### src/rtl/ex_operand_stage_pkg.sv
// Shared constants for the ID/EX operand stage: widths, ALU opcodes, operand selects.
package ex_operand_stage_pkg;

   localparam int DEF_DATA_WIDTH = 32;
   localparam int DEF_REG_ADDR_W = 5;
   localparam int ALU_SEL_SIZE   = 4;

   localparam logic [ALU_SEL_SIZE-1:0] ALU_NOP = 4'd0;
   localparam logic [ALU_SEL_SIZE-1:0] ALU_ADD = 4'd1;
   localparam logic [ALU_SEL_SIZE-1:0] ALU_SUB = 4'd2;

   localparam logic [1:0] A_SEL_RS1     = 2'b00;
   localparam logic [1:0] A_SEL_PC      = 2'b01;
   localparam logic [1:0] A_SEL_ZERO    = 2'b10;
   localparam logic [1:0] A_SEL_RS1_ALT = 2'b11;

   localparam logic B_SEL_RS2 = 1'b0;
   localparam logic B_SEL_IMM = 1'b1;

   // Operand A consumes rs1 for both the primary and the alternate rs1 encodings.
   function automatic logic a_uses_rs1(input logic [1:0] a_sel);
      return (a_sel == A_SEL_RS1) || (a_sel == A_SEL_RS1_ALT);
   endfunction

endpackage

### src/rtl/ex_operand_stage_fwd_mux.sv
// Per-operand bypass mux: EX/MEM result first, then MEM/WB, else regfile data.
module ex_operand_stage_fwd_mux #(
   parameter int DATA_WIDTH = 32,
   parameter int REG_ADDR_W = 5
) (
   input  logic [REG_ADDR_W-1:0] src,
   input  logic [DATA_WIDTH-1:0] rf_data,
   input  logic [REG_ADDR_W-1:0] mem_rd,
   input  logic                  mem_rd_we,
   input  logic                  mem_is_load,
   input  logic [DATA_WIDTH-1:0] mem_data,
   input  logic [REG_ADDR_W-1:0] wb_rd,
   input  logic                  wb_rd_we,
   input  logic [DATA_WIDTH-1:0] wb_data,
   output logic [DATA_WIDTH-1:0] fwd_data
);

   // A load in MEM has no data yet, so it is never a bypass source; x0 is never bypassed.
   always_comb begin
      fwd_data = rf_data;
      if (src == '0)
         fwd_data = rf_data;
      else if (mem_rd_we && (mem_rd == src) && !mem_is_load)
         fwd_data = mem_data;
      else if (wb_rd_we && (wb_rd == src))
         fwd_data = wb_data;
   end

endmodule

### src/rtl/ex_operand_stage.sv
// ID/EX pipeline register: holds one decoded instruction, bypasses its sources,
// stalls on load-use hazards and presents ALU operands plus writeback metadata.
module ex_operand_stage
   import ex_operand_stage_pkg::*;
#(
   parameter int DATA_WIDTH = DEF_DATA_WIDTH,
   parameter int REG_ADDR_W = DEF_REG_ADDR_W
) (
   input  logic                    clk,
   input  logic                    rst_n,
   input  logic                    in_valid,
   output logic                    in_ready,
   input  logic [DATA_WIDTH-1:0]   in_pc,
   input  logic [REG_ADDR_W-1:0]   in_rs1_addr,
   input  logic [REG_ADDR_W-1:0]   in_rs2_addr,
   input  logic [DATA_WIDTH-1:0]   in_rs1_data,
   input  logic [DATA_WIDTH-1:0]   in_rs2_data,
   input  logic [DATA_WIDTH-1:0]   in_imm,
   input  logic [1:0]              in_a_sel,
   input  logic                    in_b_sel,
   input  logic [ALU_SEL_SIZE-1:0] in_alu_sel,
   input  logic [REG_ADDR_W-1:0]   in_rd,
   input  logic                    in_rd_we,
   input  logic                    in_is_load,
   input  logic                    flush,
   output logic                    out_valid,
   input  logic                    out_ready,
   output logic [DATA_WIDTH-1:0]   alu_a,
   output logic [DATA_WIDTH-1:0]   alu_b,
   output logic [ALU_SEL_SIZE-1:0] alu_sel,
   output logic [DATA_WIDTH-1:0]   out_pc,
   output logic [DATA_WIDTH-1:0]   out_store_data,
   output logic [REG_ADDR_W-1:0]   out_rd,
   output logic                    out_rd_we,
   output logic                    out_is_load,
   input  logic [REG_ADDR_W-1:0]   mem_rd,
   input  logic                    mem_rd_we,
   input  logic                    mem_is_load,
   input  logic [DATA_WIDTH-1:0]   mem_data,
   input  logic [REG_ADDR_W-1:0]   wb_rd,
   input  logic                    wb_rd_we,
   input  logic [DATA_WIDTH-1:0]   wb_data
);

   logic                    occupied;
   logic [DATA_WIDTH-1:0]   held_pc;
   logic [REG_ADDR_W-1:0]   held_rs1_addr;
   logic [REG_ADDR_W-1:0]   held_rs2_addr;
   logic [DATA_WIDTH-1:0]   held_rs1_data;
   logic [DATA_WIDTH-1:0]   held_rs2_data;
   logic [DATA_WIDTH-1:0]   held_imm;
   logic [1:0]              held_a_sel;
   logic                    held_b_sel;
   logic [ALU_SEL_SIZE-1:0] held_alu_sel;
   logic [REG_ADDR_W-1:0]   held_rd;
   logic                    held_rd_we;
   logic                    held_is_load;

   logic [DATA_WIDTH-1:0]   fwd_rs1;
   logic [DATA_WIDTH-1:0]   fwd_rs2;
   logic                    hazard;
   logic                    fire_in;
   logic                    fire_out;

   // Handshake: a transfer happens on a rising edge where valid & ready are both high.
   // Valid never waits on ready; in_ready depends combinationally on out_ready, so a
   // held entry can leave and a new one enter on the same edge (no skid buffer).
   assign fire_in  = in_valid & in_ready;
   assign fire_out = out_valid & out_ready;
   assign in_ready = !occupied | fire_out;

   // rs2 is checked regardless of b_sel: stores take imm on B but still need rs2 data.
   assign hazard = occupied & mem_rd_we & mem_is_load & (mem_rd != '0) &
                   ((a_uses_rs1(held_a_sel) & (mem_rd == held_rs1_addr)) |
                    (mem_rd == held_rs2_addr));

   assign out_valid = occupied & !hazard;

   always_ff @(posedge clk or negedge rst_n) begin
      if (!rst_n) begin
         occupied      <= 1'b0;
         held_pc       <= '0;
         held_rs1_addr <= '0;
         held_rs2_addr <= '0;
         held_rs1_data <= '0;
         held_rs2_data <= '0;
         held_imm      <= '0;
         held_a_sel    <= '0;
         held_b_sel    <= 1'b0;
         held_alu_sel  <= ALU_NOP;
         held_rd       <= '0;
         held_rd_we    <= 1'b0;
         held_is_load  <= 1'b0;
      end else if (flush) begin
         occupied <= 1'b0;
      end else if (fire_in) begin
         occupied      <= 1'b1;
         held_pc       <= in_pc;
         held_rs1_addr <= in_rs1_addr;
         held_rs2_addr <= in_rs2_addr;
         held_rs1_data <= in_rs1_data;
         held_rs2_data <= in_rs2_data;
         held_imm      <= in_imm;
         held_a_sel    <= in_a_sel;
         held_b_sel    <= in_b_sel;
         held_alu_sel  <= in_alu_sel;
         held_rd       <= in_rd;
         held_rd_we    <= in_rd_we;
         held_is_load  <= in_is_load;
      end else if (fire_out) begin
         occupied <= 1'b0;
      end
   end

   ex_operand_stage_fwd_mux #(.DATA_WIDTH(DATA_WIDTH), .REG_ADDR_W(REG_ADDR_W)) u_fwd_rs1 (
      .src        (held_rs1_addr),
      .rf_data    (held_rs1_data),
      .mem_rd     (mem_rd),
      .mem_rd_we  (mem_rd_we),
      .mem_is_load(mem_is_load),
      .mem_data   (mem_data),
      .wb_rd      (wb_rd),
      .wb_rd_we   (wb_rd_we),
      .wb_data    (wb_data),
      .fwd_data   (fwd_rs1)
   );

   ex_operand_stage_fwd_mux #(.DATA_WIDTH(DATA_WIDTH), .REG_ADDR_W(REG_ADDR_W)) u_fwd_rs2 (
      .src        (held_rs2_addr),
      .rf_data    (held_rs2_data),
      .mem_rd     (mem_rd),
      .mem_rd_we  (mem_rd_we),
      .mem_is_load(mem_is_load),
      .mem_data   (mem_data),
      .wb_rd      (wb_rd),
      .wb_rd_we   (wb_rd_we),
      .wb_data    (wb_data),
      .fwd_data   (fwd_rs2)
   );

   always_comb begin
      alu_a = fwd_rs1;
      case (held_a_sel)
         A_SEL_PC:   alu_a = held_pc;
         A_SEL_ZERO: alu_a = '0;
         default:    alu_a = fwd_rs1;
      endcase
   end

   assign alu_b          = (held_b_sel == B_SEL_IMM) ? held_imm : fwd_rs2;
   assign out_store_data = fwd_rs2;
   assign out_pc         = held_pc;
   assign out_rd         = held_rd;

   // An empty stage must look like a NOP that writes nothing back.
   assign alu_sel     = occupied ? held_alu_sel : ALU_NOP;
   assign out_rd_we   = occupied & held_rd_we;
   assign out_is_load = occupied & held_is_load;

endmodule

### config.mk
export PLATFORM = sky130hd
export DESIGN_NAME = ex_operand_stage
export DESIGN_NICKNAME = d
export VERILOG_FILES = /design/src/rtl/ex_operand_stage_pkg.sv /design/src/rtl/ex_operand_stage_fwd_mux.sv /design/src/rtl/ex_operand_stage.sv
export SDC_FILE = /design/constraint.sdc
export NUM_CORES = 1
export LEC_CHECK = 0
export ABC_CLOCK_PERIOD_IN_PS = 6700
export CORE_MARGIN = 2
export CORE_UTILIZATION = 52
export CTS_BUF_LIST = sky130_fd_sc_hd__clkbuf_16
export CTS_CLUSTER_DIAMETER = 150
export DETAILED_ROUTE_END_ITERATION = 12
export PLACE_DENSITY = 0.86
export REMOVE_ABC_BUFFERS = 1
export SLEW_MARGIN = 20
export SYNTH_ARGS = -nofsm -noshare
export SYNTH_HDL_FRONTEND = slang
export SYNTH_HIERARCHICAL = 1
export SYNTH_SLANG_ARGS = --single-unit
### constraint.sdc
create_clock -name clk -period 6.7 [get_ports clk]
set_clock_uncertainty 0.05 [all_clocks]
set_input_delay 1.675 -clock clk [delete_from_list [all_inputs] [get_ports clk]]
set_output_delay 1.675 -clock clk [all_outputs]
set_load 0.05 [all_outputs]
==> impl_metrics.json, run 1 <==
{
  "wirelength_mm": 49.6,
  "ys_seq_elements": 153,
  "endpoint": "alu_b[13]",
  "path_max_fanout": 10,
  "drtAntennaViolNets": 0,
  "rr_endpoint": "held_imm[0]",
  "worstSetupEndpointType": "primary output",
  "cp.arrival_ns": 4.45,
  "place_ws_ns": 0.584,
  "status": "complete, no violations",
  "finalHoldViolations": 0,
  "cts_htree_levels": 4,
  "first_global_vias": 13602,
  "initial_utilization_pct": 52.5,
  "cts_tree": "built",
  "fp.dieArea_mm2": 0.0239,
  "netlist_area_mm2": 0.0118,
  "synth.cells.most_frequent": "180 x nand2_1, 153 x dfrtp_1, 152 x a22oi_1, 152 x o211ai_1, 147 x nand4_1",
  "utilization_pct": 76.1,
  "avgSynthCellArea_um2": 8.91,
  "firstDrtPassIters": 10,
  "worst_pin_slew_ns": 1.13,
  "async_flop_share_pct": 100,
  "finalWeightedCongestion": 0.860,
  "slew_viol_final": 0,
  "synth_top_cell_by_area": "dfrtp_1",
  "worstPathRequired_ns": 4.97,
  "fin_nets": 1816,
  "peakVddDrop_v": 0.000189,
  "holdBufCountCts": 0,
  "yosysMostFrequentCell": "nand2_1",
  "grt_max_degree": 122,
  "grt_usage_pct": 40.1,
  "drive_gt1_share_pct": 17.0,
  "slew_headroom_pct": 24.7,
  "clk_pin_slew_ns": 0.07,
  "port_buffers": 374,
  "dp_hpwl_mm": 31.1,
  "grt_pass1_wl_mm": 76.1,
  "post_cts_buffers": 0,
  "grt_overflow": 0,
  "cts.sinks": 153,
  "rrSetupSlack_ns": 2.83,
  "ys_types": 41,
  "antenna_found_initial": 3,
  "rsz0062_at_grt": "no",
  "ctsResizeCount": 0,
  "boundaryPins": 375,
  "finalSetupViolCount": 0,
  "core-area_mm2": 0.0224,
  "die_x_um": 154,
  "wl_per_cell_um": 26.4,
  "syn_inst": 1322,
  "yosysTopAreaCellShare_pct": 32.5,
  "seq_area_mm2": 0.00383,
  "via_count": 13667,
  "synth_edf_count": 0,
  "yosys_warnings": 6,
  "multiInputGateArea_mm2": 0.00723,
  "synth_area_leaders": "dfrtp_1 33%, a22oi_1 9.7%, o211ai_1 9.7%",
  "worstSkewPairLatency_ns": 0.43,
  "drc": 0,
  "cts_buffer_depth": 2,
  "cap_violations": 0,
  "syn_to_final_growth_pct": 44.9,
  "leakagePower_nw": 6.67,
  "fin_crit_ns": 6.18,
  "fp-row-count": 55,
  "rr_startpoint": "held_a_sel[1]",
  "initialDrtViolationCount": 1554,
  "p_per_area_mw_per_mm2": 296,
  "period_share_pct": 92.2,
  "cts_root_buffer": "clkbuf_16",
  "critPathKind": "in2out",
  "max_freq_mhz": 162,
  "start_kind": "input port",
  "startpoint": "mem_rd[4]",
  "ys.flop_type": "dfrtp_1",
  "ff2ff_path_depth": 8,
  "viasPerCell": 7.27,
  "hp-class": "reg2reg",
  "cts_buffers": 17,
  "ys_seq_area_share_pct": 32.5,
  "die_h_um": 154,
  "fin_ws_ns": 0.522,
  "fillers": 1508
}
==> sequential cells by signal, indices dropped and copies added (netlist names) <==
signal and cells:
held_rd_we 1, held_a_sel 2, held_is_load 1, held_b_sel 1
out_pc 32, held_rs1_addr 5, held_rs1_data 32, held_alu_sel 4
held_imm 32, out_rd 5, held_rs2_addr 5, occupied 1
held_rs2_data 32
==> worst min-delay path by stage <==
| stage | start | end | slack (ns) | depth (start not counted) |
|---|---|---|---|---|
| 3_3_place_gp | held_alu_sel[0] | held_alu_sel[0] | 0.45 | 2 |
| 5_1_grt | held_alu_sel[1] | held_alu_sel[1] | 0.50 | 2 |
| 2_1_floorplan | held_alu_sel[1] | held_alu_sel[1] | 0.43 | 2 |
| 3_5_place_dp | held_alu_sel[2] | held_alu_sel[2] | 0.46 | 2 |
| 4_1_cts | held_alu_sel[2] | held_alu_sel[2] | 0.48 | 2 |
| 6_report | held_alu_sel[3] | held_alu_sel[3] | 0.48 | 2 |
==> where the power goes <==
part | leakage [nW] | switching, mW | internal [mW]
registers | 1.83 | 0.213 | 1.09
logic | 4.55 | 1.52 | 1.19
clock network | 0.294 | 0.422 | 0.618
total | 6.67 | 2.16 | 2.90
==> routing by layer <==
metal  track usage [%]  wire (um)  vias up  part of all wire (%)
met3              10.5       6040      217                    12
met2              64.0      23100     1195                    47
met1              49.6      17600     6573                    35
met5                 0          0        -                     0
li1                  -          -     5682                     -
met4              22.8       2800        0                   5.6
==> cell type report <==
class	count	share of cell area, %
antenna	3	0.0440
multi-input combinational	1001	42.4
timing repair buffer	406	29.5
sequential	153	22.5
inverter	2	0.0440
clock inverter	13	1.05
tap	285	2.09
clock buffer	17	2.49
==> stage by stage <==
stage               setup TNS (ns)  cell area, um2  total power [mW]  std cells  hold slack [ns]
global route                     0           17100              5.21       1880            0.497
global placement                 0           16500              3.94       1847            0.445
detailed placement               0           16500              3.99       1847            0.458
floorplan                  -226.38           11000              2.67       1156            0.429
CTS                              0           17100              5.03       1877            0.479
finish                           0           17100              5.05       1880            0.477
==> logic make-up (layout without fill, tap and decap cells) <==
kind of cell	Yosys count	in the layout	share of synthesized area, %
AOI/OAI and AO/OA	409	409	29.6
DFF	153	153	32.5
and+or+nand+nor	465	465	20.4
other	0	3	0
buffers and inverters	168	438	6.60
adders and majority gates	1	1	0.106
muxes	96	96	8.50
xor gates and xnor gates	30	30	2.23
==> placed cells by master, fill, tap and decap left out, types with 20 or more instances in the layout <==
master           synthesis  layout
clkdlybuf4s50_1          0     275
nand2_1                180     178
a22oi_1                152     152
o211ai_1               152     152
dfrtp_1                153     151
nand4_1                147     147
buf_12                   0     103
or3_1                   64      64
mux2i_1                 64      64
a2bb2oi_2               60      60
nand3_1                 48      48
mux2_2                  32      32
o21ai_0                 32      32
buf_4                    3      27
xnor2_1                 20      20
==> critical path: stages <==
cell and delay, ns:
clkdlybuf4s50_1 0.60, xor2_1 0.23, nor4_1 0.33, nand4b_1 0.29, a21boi_4 0.21, buf_4 0.25, buf_4 0.22, a2bb2oi_2 0.26
mux2_2 0.23, buf_12 0.14
Power figures use the tool's default switching activity.
==> inputs of run 2 (changes only) <==
--- a/config.mk
+++ b/config.mk
@@ -5,7 +5,7 @@
 export SDC_FILE = /design/constraint.sdc
 export NUM_CORES = 1
 export LEC_CHECK = 0
-export ABC_CLOCK_PERIOD_IN_PS = 6700
+export ABC_CLOCK_PERIOD_IN_PS = 7700
 export CORE_MARGIN = 2
 export CORE_UTILIZATION = 52
 export CTS_BUF_LIST = sky130_fd_sc_hd__clkbuf_16
@@ -13,6 +13,7 @@
 export DETAILED_ROUTE_END_ITERATION = 12
 export PLACE_DENSITY = 0.86
 export REMOVE_ABC_BUFFERS = 1
+export SETUP_SLACK_MARGIN = 0.2
 export SLEW_MARGIN = 20
 export SYNTH_ARGS = -nofsm -noshare
 export SYNTH_HDL_FRONTEND = slang
==> constraint.sdc (replaced) <==
create_clock -name clk -period 7.7 [get_ports clk]
set_clock_uncertainty 0.05 [all_clocks]
set_input_delay 1.925 -clock clk [delete_from_list [all_inputs] [get_ports clk]]
set_output_delay 1.925 -clock clk [all_outputs]
set_load 0.02 [all_outputs]
==> run 2 against run 1 <==
Clock power shrank 13%; wire length shrank 3.5%; largest power group unchanged; combinational power shrank 43%; core utilization shrank 4.5 points; power shrank 29%; critical path type unchanged; first-iteration DRC count grew 0.13%; register-to-register slack gained 1.8 ns; cell count shrank 0.11%; via count shrank 1.4%; global-route usage shrank 1.4 points.
==> impl_metrics.json, run 2 (same netlist as run 1, synthesis figures left out) <==
{
  "die_h_um": 154,
  "setup_tns_ns": 0,
  "cap_violations": 0,
  "cts_root_buffer": "clkbuf_16",
  "finalSetupViolCount": 0,
  "wl_per_cell_um": 25.5,
  "fin_nets": 1811,
  "p_sw_share_pct": 37.9,
  "final_cell_mix": "373 x clkdlybuf4s50_1, 178 x nand2_1, 152 x a22oi_1, 152 x o211ai_1, 151 x dfrtp_1",
  "cp.arrival_ns": 5.06,
  "drc": 0,
  "cts_tree": "built",
  "rr_startpoint": "held_a_sel[1]",
  "grt_overflow": 0,
  "critPathKind": "in2out",
  "start_kind": "input port",
  "leakagePower_nw": 6.13,
  "grt_usage_pct": 38.8,
  "drtAntennaViolNets": 0,
  "internal-power_mw": 2.22,
  "slew_viol_final": 0,
  "path_max_fanout": 32,
  "initialDrtViolationCount": 1556,
  "holdBufCountCts": 0,
  "power.switching_mw": 1.36,
  "hold_start": "held_alu_sel[1]",
  "cts_buffer_depth": 2,
  "wirelength_mm": 47.8,
  "hp-class": "reg2reg",
  "via_count": 13476,
  "startpoint": "mem_rd[4]",
  "clkPwrFrac_pct": 25.2,
  "ctsResizeCount": 0,
  "peakVddDrop_v": 0.000127,
  "port_buffers": 374,
  "cts.sinks": 153,
  "worstPathRequired_ns": 5.73,
  "viasPerCell": 7.18,
  "rsz0062_at_grt": "no",
  "rrSetupSlack_ns": 4.59,
  "post_cts_buffers": 0,
  "layout.cells.non_filler": 1878,
  "ff2ff_path_depth": 8,
  "dp.cells": 1841,
  "layout_commonest_cell": "clkdlybuf4s50_1",
  "drive_gt1_share_pct": 10.5,
  "worstSkewPairLatency_ns": 0.43,
  "finalHoldViolations": 0,
  "finalWeightedCongestion": 0.886,
  "hold_depth": 2,
  "dp_hpwl_mm": 29.6,
  "grt_pass1_wl_mm": 73.7,
  "firstDrtPassIters": 6,
  "fp.dieArea_mm2": 0.0239,
  "period_share_pct": 91.3,
  "grt_max_degree": 132,
  "fp-row-count": 55,
  "max_freq_mhz": 142,
  "core-area_mm2": 0.0224,
  "antenna_found_initial": 4,
  "worstSetupEndpointType": "primary output",
  "worst_pin_slew_ns": 1.17,
  "p_seq_share_pct": 31.7,
  "die_x_um": 154,
  "cts_htree_levels": 4,
  "initial_utilization_pct": 52.5,
  "boundaryPins": 375,
  "status": "complete, no violations",
  "slew_headroom_pct": 21.8,
  "first_global_vias": 13086,
  "clk_pin_slew_ns": 0.07,
  "syn_to_final_growth_pct": 36.3,
  "cts_buffers": 17,
  "fin_crit_ns": 7.03,
  "p_per_area_mw_per_mm2": 223,
  "power_frac_comb_pct": 43.1
}
run 2: cell types whose count changed in the layout (fill, tap and decap cells not counted):
cell / before / now
clkinv_1: 1 / 0
inv_1: 3 / 6
buf_8: 0 / 1
buf_12: 103 / 4
clkdlybuf4s50_1: 275 / 373
diode_2: 3 / 4
buf_4: 27 / 22
run 2: path summary, 6_finish.rpt:
kind | endpoint
max reg2reg | held_rs2_data[25]
min | held_alu_sel[1]
max | alu_a[30]
min in group asynchronous | out_pc[9]
max in group asynchronous | held_rs1_data[16]
min reg2reg | held_alu_sel[1]
run 2: power groups by stage:
stage	logic [mW]	clock network (mW)	registers, mW
after global routing	1.63	0.943	1.15
after detailed placement	1.52	0	1.14
after CTS	1.53	0.908	1.13
after floorplan	0.774	0	1.14
final	1.54	0.905	1.14
after global placement	1.49	0	1.13
run 2: routing by layer:
metal	part of all wire (%)	track usage [%]	wire (um)	vias to the layer above
li1	-	-	-	5671
met1	37	49.6	17500	6525
met2	46	61.2	22100	1078
met3	12	9.11	5710	202
met4	5.3	20.5	2520	0
met5	0	0	0	-
run 2: per-stage QoR:
| step | util [%] | power [mW] | instance area (um2) | hold WS (ns) | worst slack, ns |
|---|---|---|---|---|---|
| CTS | 71.4 | 3.56 | 16000 | 0.472 | 0.686 |
| detailed placement | 68.7 | 2.66 | 15400 | 0.454 | 0.702 |
| finish | 71.6 | 3.58 | 16100 | 0.467 | 0.669 |
| global placement | 68.7 | 2.62 | 15400 | 0.443 | 0.756 |
| global route | 71.6 | 3.72 | 16100 | 0.495 | 0.470 |
| floorplan | - | 1.91 | 11000 | 0.428 | -0.218 |
run 2: area by class of cell:
| cell class | instances | area [um2] |
|---|---|---|
| Timing Repair Buffer | 401 | 4010 |
| Multi-Input combinational cell | 1001 | 7230 |
| Inverter | 2 | 7.51 |
| Fill cell | 1682 | 6380 |
| Clock buffer | 17 | 425 |
| Sequential cell | 153 | 3830 |
| Tap cell | 285 | 357 |
| Clock inverter | 15 | 186 |
| Antenna cell | 4 | 10.0 |
run 2: worst max-delay path: stages:
cell             delay [ns]
clkdlybuf4s50_1        0.63
xor2_1                 0.24
nor4_1                 0.31
nand4b_1               0.12
buf_4                  0.29
a21boi_4               0.20
buf_12                 0.29
a2bb2oi_2              0.16
nand2_1                0.06
o21ai_0                0.15
clkdlybuf4s50_1        0.67
==> inputs of run 3 (changes only) <==
--- a/config.mk
+++ b/config.mk
@@ -11,6 +11,7 @@
 export CTS_BUF_LIST = sky130_fd_sc_hd__clkbuf_16
 export CTS_CLUSTER_DIAMETER = 150
 export DETAILED_ROUTE_END_ITERATION = 12
+export GPL_ROUTABILITY_DRIVEN = 0
 export PLACE_DENSITY = 0.86
 export REMOVE_ABC_BUFFERS = 1
 export SETUP_SLACK_MARGIN = 0.2
==> results of run 3 <==
No change in the layout: final DEF, timing and power equal those of run 2.
